### src/rtl/elevator_pkg.sv
// Shared types and constants for the SCAN elevator controller.
// Holds the FSM encoding, short simulation timers and ms->cycle conversion.
package elevator_pkg;

    typedef enum logic [1:0] {
        ST_IDLE = 2'd0,
        ST_MOVE = 2'd1,
        ST_DOOR = 2'd2
    } state_t;

    localparam int SIM_TRAVEL_CYC = 4;
    localparam int SIM_DOOR_CYC   = 3;

    function automatic logic [63:0] ms_to_cyc(
        input logic [63:0] clk_hz,
        input logic [63:0] ms
    );
        return clk_hz / 64'd1000 * ms;
    endfunction

endpackage

### src/rtl/elevator_call_scan.sv
// Combinational call scanner: which pending calls lie above, below or at
// the car's current floor, built from per-floor position masks.
module elevator_call_scan
    import elevator_pkg::*;
#(
    parameter int FLOORS  = 8,
    parameter int FLOOR_W = $clog2(FLOORS)
) (
    input  logic [FLOORS-1:0]  pending,
    input  logic [FLOOR_W-1:0] cur_floor,
    output logic               any_above,
    output logic               any_below,
    output logic               hit_cur
);

    logic [FLOORS-1:0] above_mask;
    logic [FLOORS-1:0] below_mask;

    // Build position masks relative to the car and reduce against the calls
    always_comb begin
        above_mask = '0;
        below_mask = '0;
        for (int i = 0; i < FLOORS; i++) begin
            above_mask[i] = (FLOOR_W'(i) > cur_floor);
            below_mask[i] = (FLOOR_W'(i) < cur_floor);
        end
        any_above = |(pending & above_mask);
        any_below = |(pending & below_mask);
        hit_cur   = |(pending & ~above_mask & ~below_mask);
    end

endmodule

### src/rtl/elevator_scan_ctrl.sv
// N-floor elevator car controller serving latched calls in SCAN order.
// Owns request capture, the travel/door down-counter and the car FSM.
module elevator_scan_ctrl
    import elevator_pkg::*;
#(
    parameter int FLOORS     = 8,
    parameter bit SIMULATION = 1'b0,
    parameter int CLK_HZ     = 100_000_000,
    parameter int TRAVEL_MS  = 1000,
    parameter int DOOR_MS    = 2000,
    localparam int FLOOR_W   = $clog2(FLOORS)
) (
    input  logic               clk,
    input  logic               reset,
    input  logic [FLOOR_W-1:0] req_floor,
    input  logic               req_valid,
    output logic [FLOOR_W-1:0] cur_floor,
    output logic               dir_up,
    output logic               moving,
    output logic               door_open,
    output logic [FLOORS-1:0]  pending,
    output logic               req_ack
);

    localparam logic [63:0] TRAVEL_CYC = SIMULATION ? 64'(SIM_TRAVEL_CYC)
                                       : ms_to_cyc(64'(CLK_HZ), 64'(TRAVEL_MS));
    localparam logic [63:0] DOOR_CYC   = SIMULATION ? 64'(SIM_DOOR_CYC)
                                       : ms_to_cyc(64'(CLK_HZ), 64'(DOOR_MS));
    localparam logic [63:0] TMAX = (TRAVEL_CYC > DOOR_CYC) ? TRAVEL_CYC : DOOR_CYC;
    localparam int          TW   = $clog2(TMAX + 64'd1);
    localparam logic [TW-1:0] T_LOAD = TW'(TRAVEL_CYC);
    localparam logic [TW-1:0] D_LOAD = TW'(DOOR_CYC);
    localparam int          FS   = 1 << FLOOR_W;
    localparam logic [FS-1:0] FLOOR_OK = FS'((64'd1 << FLOORS) - 64'd1);
    localparam logic [FLOOR_W-1:0] TOP = FLOOR_W'(FLOORS - 1);

    state_t             state, state_n;
    logic [FLOOR_W-1:0] cur_n, next_floor;
    logic               dir_n;
    logic [FLOORS-1:0]  pend_n, req_bit, clr_bit, merged;
    logic [TW-1:0]      timer, timer_n;
    logic               req_q;
    logic               rise, accept, serve_now, expire;
    logic               any_above, any_below, hit_cur;
    logic               ahead, behind;

    // A call for the car's own floor while stopped opens the door instead
    // of being latched; everything else in range lands in the bitmap.
    assign rise       = req_valid & ~req_q;
    assign accept     = rise & FLOOR_OK[req_floor];
    assign serve_now  = accept & (state != ST_MOVE) & (req_floor == cur_floor);
    assign expire     = (timer == TW'(1));
    assign next_floor = dir_up ? cur_floor + FLOOR_W'(1) : cur_floor - FLOOR_W'(1);
    assign merged     = pending | req_bit;
    assign ahead      = dir_up ? any_above : any_below;
    assign behind     = dir_up ? any_below : any_above;
    assign moving     = (state == ST_MOVE);
    assign door_open  = (state == ST_DOOR);

    elevator_call_scan #(
        .FLOORS  (FLOORS),
        .FLOOR_W (FLOOR_W)
    ) u_scan (
        .pending   (pending),
        .cur_floor (cur_floor),
        .any_above (any_above),
        .any_below (any_below),
        .hit_cur   (hit_cur)
    );

    // One-hot of the accepted request, suppressed when served on the spot
    always_comb begin
        req_bit = '0;
        for (int i = 0; i < FLOORS; i++) begin
            req_bit[i] = accept & ~serve_now & (req_floor == FLOOR_W'(i));
        end
    end

    // Next-state, timer, direction and call-clear decisions
    always_comb begin
        state_n = state;
        cur_n   = cur_floor;
        dir_n   = dir_up;
        timer_n = (timer != '0) ? timer - TW'(1) : timer;
        clr_bit = '0;
        unique case (state)
            ST_IDLE: begin
                if (serve_now) begin
                    state_n = ST_DOOR;
                    timer_n = D_LOAD;
                end else if (any_above) begin
                    dir_n   = 1'b1;
                    state_n = ST_MOVE;
                    timer_n = T_LOAD;
                end else if (any_below) begin
                    dir_n   = 1'b0;
                    state_n = ST_MOVE;
                    timer_n = T_LOAD;
                end else if (hit_cur) begin
                    clr_bit = pending;
                    state_n = ST_DOOR;
                    timer_n = D_LOAD;
                end
            end
            ST_MOVE: begin
                if (expire) begin
                    cur_n = next_floor;
                    if (merged[next_floor]) begin
                        clr_bit[next_floor] = 1'b1;
                        state_n = ST_DOOR;
                        timer_n = D_LOAD;
                    end else begin
                        timer_n = T_LOAD;
                    end
                end
            end
            ST_DOOR: begin
                if (serve_now) begin
                    timer_n = D_LOAD;
                end else if (expire) begin
                    if (ahead) begin
                        state_n = ST_MOVE;
                        timer_n = T_LOAD;
                    end else if (behind) begin
                        dir_n   = ~dir_up;
                        state_n = ST_MOVE;
                        timer_n = T_LOAD;
                    end else begin
                        state_n = ST_IDLE;
                    end
                end
            end
            default: state_n = ST_IDLE;
        endcase
        pend_n = merged & ~clr_bit;
    end

    // Car state register; reset drops the car at floor 0 with no calls
    always_ff @(posedge clk or posedge reset) begin
        if (reset) begin
            state     <= ST_IDLE;
            cur_floor <= '0;
            dir_up    <= 1'b1;
            pending   <= '0;
            timer     <= '0;
            req_q     <= 1'b0;
            req_ack   <= 1'b0;
        end else begin
            state     <= state_n;
            cur_floor <= cur_n;
            dir_up    <= dir_n;
            pending   <= pend_n;
            timer     <= timer_n;
            req_q     <= req_valid;
            req_ack   <= accept;
        end
    end

`ifndef SYNTHESIS
    // Direction choice must never step the car out of the shaft
    always @(posedge clk) begin
        if (!reset && state == ST_MOVE && expire) begin
            assert (dir_up ? (cur_floor != TOP) : (cur_floor != '0))
                else $error("car stepped past end of shaft at floor %0d", cur_floor);
        end
    end
`endif

endmodule

### config.mk
export PLATFORM = sky130hd
export DESIGN_NAME = elevator_scan_ctrl
export DESIGN_NICKNAME = d
export VERILOG_FILES = /design/src/rtl/elevator_pkg.sv /design/src/rtl/elevator_call_scan.sv /design/src/rtl/elevator_scan_ctrl.sv
export SDC_FILE = /design/constraint.sdc
export NUM_CORES = 1
export LEC_CHECK = 0
export BUFFER_PORTS_ARGS = -buffer_cell sky130_fd_sc_hd__clkbuf_2
export CAP_MARGIN = 40
export CELL_PAD_IN_SITES_DETAIL_PLACEMENT = 1
export CELL_PAD_IN_SITES_GLOBAL_PLACEMENT = 1
export CORE_MARGIN = 2
export CORE_UTILIZATION = 42
export CTS_CLUSTER_SIZE = 10
export DETAILED_ROUTE_END_ITERATION = 7
export PLACE_DENSITY_LB_ADDON = 0.05
export SYNTH_ARGS = -nofsm -noshare
export SYNTH_HDL_FRONTEND = slang
export SYNTH_HIERARCHICAL = 1
export SYNTH_SLANG_ARGS = --single-unit
### constraint.sdc
create_clock -name clk -period 2.68 [get_ports clk]
set_input_delay 0.134 -clock clk [delete_from_list [all_inputs] [get_ports clk]]
set_output_delay 0.134 -clock clk [all_outputs]
set_load 0.05 [all_outputs]
==> results.sh <==
export IMPL_detailed_place_area_um2=3550
export IMPL_violations="setup timing"
export IMPL_area_growth_pct=27.72
export IMPL_htreeDepth=2
export IMPL_clock_latency_ns=0.30
export IMPL_ys_seq_area_share_pct=36.39
export IMPL_slew_headroom_pct=45.66
export IMPL_r2r_end="timer[9]$_DFF_PP0_"
export IMPL_fmax_mhz=371.9
export IMPL_fin_ws_ns=-0.008546
export IMPL_gp_congestion=0.8602
export IMPL_fillers=811
export IMPL_finalSetupViolCount=1
export IMPL_path_max_fanout=6
export IMPL_post_drt_via_cell_ratio=5.551
export IMPL_numCtsBuffers=5
export IMPL_power_leakage_nw=1.533
export IMPL_syn_area_um2=3029
export IMPL_grt_ovfl_total=0
export IMPL_hold_path_class="input pin to register"
export IMPL_cp_end_kind="register"
export IMPL_cts_root_buf="clkbuf_8"
export IMPL_dp_hpwl_mm=6.614
export IMPL_ioPinCount=21
export IMPL_synth_async_reset_ratio_pct=100.0
export IMPL_crit_family="compound AO/OA/AOI/OAI gates"
export IMPL_diodes=0
export IMPL_fin_area_um2=3869
export IMPL_power_share_switching_pct=40.97
export IMPL_cts_tree="done"
export IMPL_clock_skew_ns=0.01437
export IMPL_crit_reg2reg_launch="dir_up$_DFFE_PP1P_"
export IMPL_synth_edff_count=0
export IMPL_grt_pass1_vias=2790
export IMPL_synth_top_flop_cell="dfrtp_1"
export IMPL_worstPathRequired_ns=2.86
export IMPL_clk_path_buf_depth=2
export IMPL_slowest_delay_ns=0.50
export IMPL_tightestPinTransition_ns=0.8093
export IMPL_die_area_um2=7908
export IMPL_crit_buf_inv=1
export IMPL_p_seq_share_pct=45.7
export IMPL_critPathKind="register to register"
export IMPL_slowest_stage="dfstp_4"
export IMPL_syn_inst=343
export IMPL_grtUsageTotal_pct=23.91
export IMPL_p_clk_share_pct=18.3
export IMPL_intPower_mw=1.301
export IMPL_p_per_area_nw_per_um2=569.7
export IMPL_fin_cells=499
export IMPL_holdPathEnd="pending[6]$_DFF_PP0_"
export IMPL_die_x_um=88.93
export IMPL_final_cell_mix="dfrtp_1, buf_4, nor2_1"
export IMPL_path_clk_slew_ns=0.08
export IMPL_finalSetupTns_ns=-0.008546
export IMPL_cp_depth=9
export IMPL_wl_per_cell_um=17.81
export IMPL_layout_commonest_cell="dfrtp_1"
export IMPL_syn_nets=353
export IMPL_holdWs_ns=0.4404
export IMPL_status="complete, but fails checks"
export IMPL_grt_first_pass_wirelength_mm=14.52
export IMPL_ys_ff_latch=44
export IMPL_hold_viol=0
export IMPL_r2r_slack_ns=-0.009
export IMPL_core_area_um2=6869
export IMPL_pwr_share_comb_pct=35.9
export IMPL_port_buffers=20
export IMPL_r2r_cells=9
export IMPL_yosysUniqueCellTypes=63
export IMPL_min_path_cells=5
export IMPL_ant_nets=0
export IMPL_cts_sink_count=44
export IMPL_die_y_um=88.93
export IMPL_synth_warning_count=6
export IMPL_period_share_pct=100.3
export IMPL_holdCritStartpoint="req_floor[1]"
export IMPL_crit_arrival_ns=2.87
export IMPL_p_switching_mw=0.9028
export IMPL_ir_drop_mv=0.3522
export IMPL_dr_pass1_iters=4
export IMPL_start_util_pct=44.10
export IMPL_path_cells="fa_2 > xnor3_2 > buf_6 > mux2i_1 > nand2_1 > o32ai_4 > o21ai_2 > a22o_4 > a22o_1"
export IMPL_vias=2770
export IMPL_drt_iter0_drc=86
export IMPL_synth_avg_cell_area_um2=8.831
export IMPL_row_count=30
export IMPL_grt_max_degree=31
export IMPL_dp_cells=485
export IMPL_antenna_found_initial=0
export IMPL_route_detailed_drc=0
export IMPL_total_power_mw=2.204
export IMPL_nets=413
export IMPL_start_kind="register"
export IMPL_wl_mm=8.885
export IMPL_period_needed_ns=2.689
export IMPL_rsz0062_at_grt="true"
export IMPL_cap_violations=0
export IMPL_slew_viol_final=0
export IMPL_drive_above_1_share_pct=30.77
worst min-delay path, stage by stage:
cell and delay [ns]:
clkbuf_2 0.11, o41ai_2 0.12, buf_4 0.15, or4b_2 0.12
a21oi_2 0.05
cell type report:
| cell class | instances | area, um^2 | share of cell area [%] |
|---|---|---|---|
| flip-flops and latches | 44 | 1111 | 28.72 |
| multi-input cells | 276 | 2052 | 53.04 |
| repair buffers | 65 | 462.9 | 11.97 |
| clock buffers | 5 | 68.82 | 1.779 |
| well taps | 96 | 120.1 | 3.105 |
| inverters | 11 | 41.29 | 1.067 |
| clock inverters | 2 | 12.51 | 0.3234 |
through the flow:
stage / setup WS (ns) / utilization (%)
finish: -0.008546 / 56.32
global route: -0.09276 / 56.32
CTS: -0.00004774 / 54.06
detailed placement: -0.09923 / 51.68
global placement: -0.01113 / 51.68
floorplan: -0.07424 / -
Yosys cell counts (all sizes together), types with 3 or more instances:
library cell  count  area [um^2]
or3               3        18.77
nand4             8        56.30
mux2              3        33.78
mux2i             6        60.06
nor4             14        102.6
buf               6        48.79
and3              4        25.02
inv              11        41.29
xor2             17        148.9
nand3             9        45.04
xnor2            13        113.9
a21oi            23        115.1
nor3             18        90.09
dfrtp            43         1076
and3b             4        35.03
clkbuf            7        26.28
nor2             40        150.1
nor2b             5        31.28
ha                3        37.54
o32ai             3        26.28
o21a              3        22.52
nand2            32        127.6
nand2b            5        31.28
or4               6        48.80
o31ai             3        22.52
or4b              3        30.03
o21ai            16        83.83
cell families (layout without fill, tap and decap cells):
kind of cell               after synthesis  after routing  synth area share, %
AOI/OAI and AO/OA                       70             70                16.07
muxes                                    9              9                3.098
xor gates and xnor gates                31             32                9.459
buffers and inverters                   24             83                3.841
adders and majority gates                4              4                1.900
DFF                                     44             44                36.39
and+or+nand+nor                        161            161                29.24
state kept, by name (all words and copies together), names as in the netlist:
| name | cells |
|---|---|
| timer | 28 |
| pending | 8 |
| cur_floor | 3 |
| state | 2 |
| dir_up | 1 |
| req_ack | 1 |
| req_q | 1 |
how the worst max path moves through the flow:
stage,startpoint,endpoint,slack (ns)
5_1_grt,dir_up$_DFFE_PP1P_,timer[27]$_DFF_PP0_,-0.09
3_5_place_dp,cur_floor[1]$_DFFE_PP0P_,pending[4]$_DFF_PP0_,-0.1
3_3_place_gp,cur_floor[1]$_DFFE_PP0P_,pending[4]$_DFF_PP0_,-0.01
4_1_cts,dir_up$_DFFE_PP1P_,pending[4]$_DFF_PP0_,-0.00005
2_1_floorplan,cur_floor[0]$_DFFE_PP0P_,pending[4]$_DFF_PP0_,-0.07
6_report,dir_up$_DFFE_PP1P_,timer[9]$_DFF_PP0_,-0.009
routing by layer:
metal	wire length [um]	track usage, %	up-vias	part of all wire, %
li1	-	-	1364	-
met2	3906	35.41	37	44
met1	4664	37.21	1365	52
met5	0	0	-	0
met4	55	4.959	0	0.62
met3	259	3.139	4	2.9
timing repair:
action,4_1_cts,5_1_grt
pin swaps,2,10
gates resized for setup,5,27
hold endpoints to repair,29,0
setup buffers,0,4
hold buffers,2,0
gates cloned,1,0
endpoints found under the setup margin,8,27
power by group through the flow:
stage | clock, mW | sequential [mW] | combinational, mW
2_1_floorplan | 0 | 1.10 | 0.412
5_1_grt | 0.458 | 1.04 | 0.868
6_report | 0.404 | 1.01 | 0.792
3_3_place_gp | 0 | 1.01 | 0.726
4_1_cts | 0.418 | 1.00 | 0.757
3_5_place_dp | 0 | 1.02 | 0.745
No activity file was read; power rests on OpenSTA's default activity.
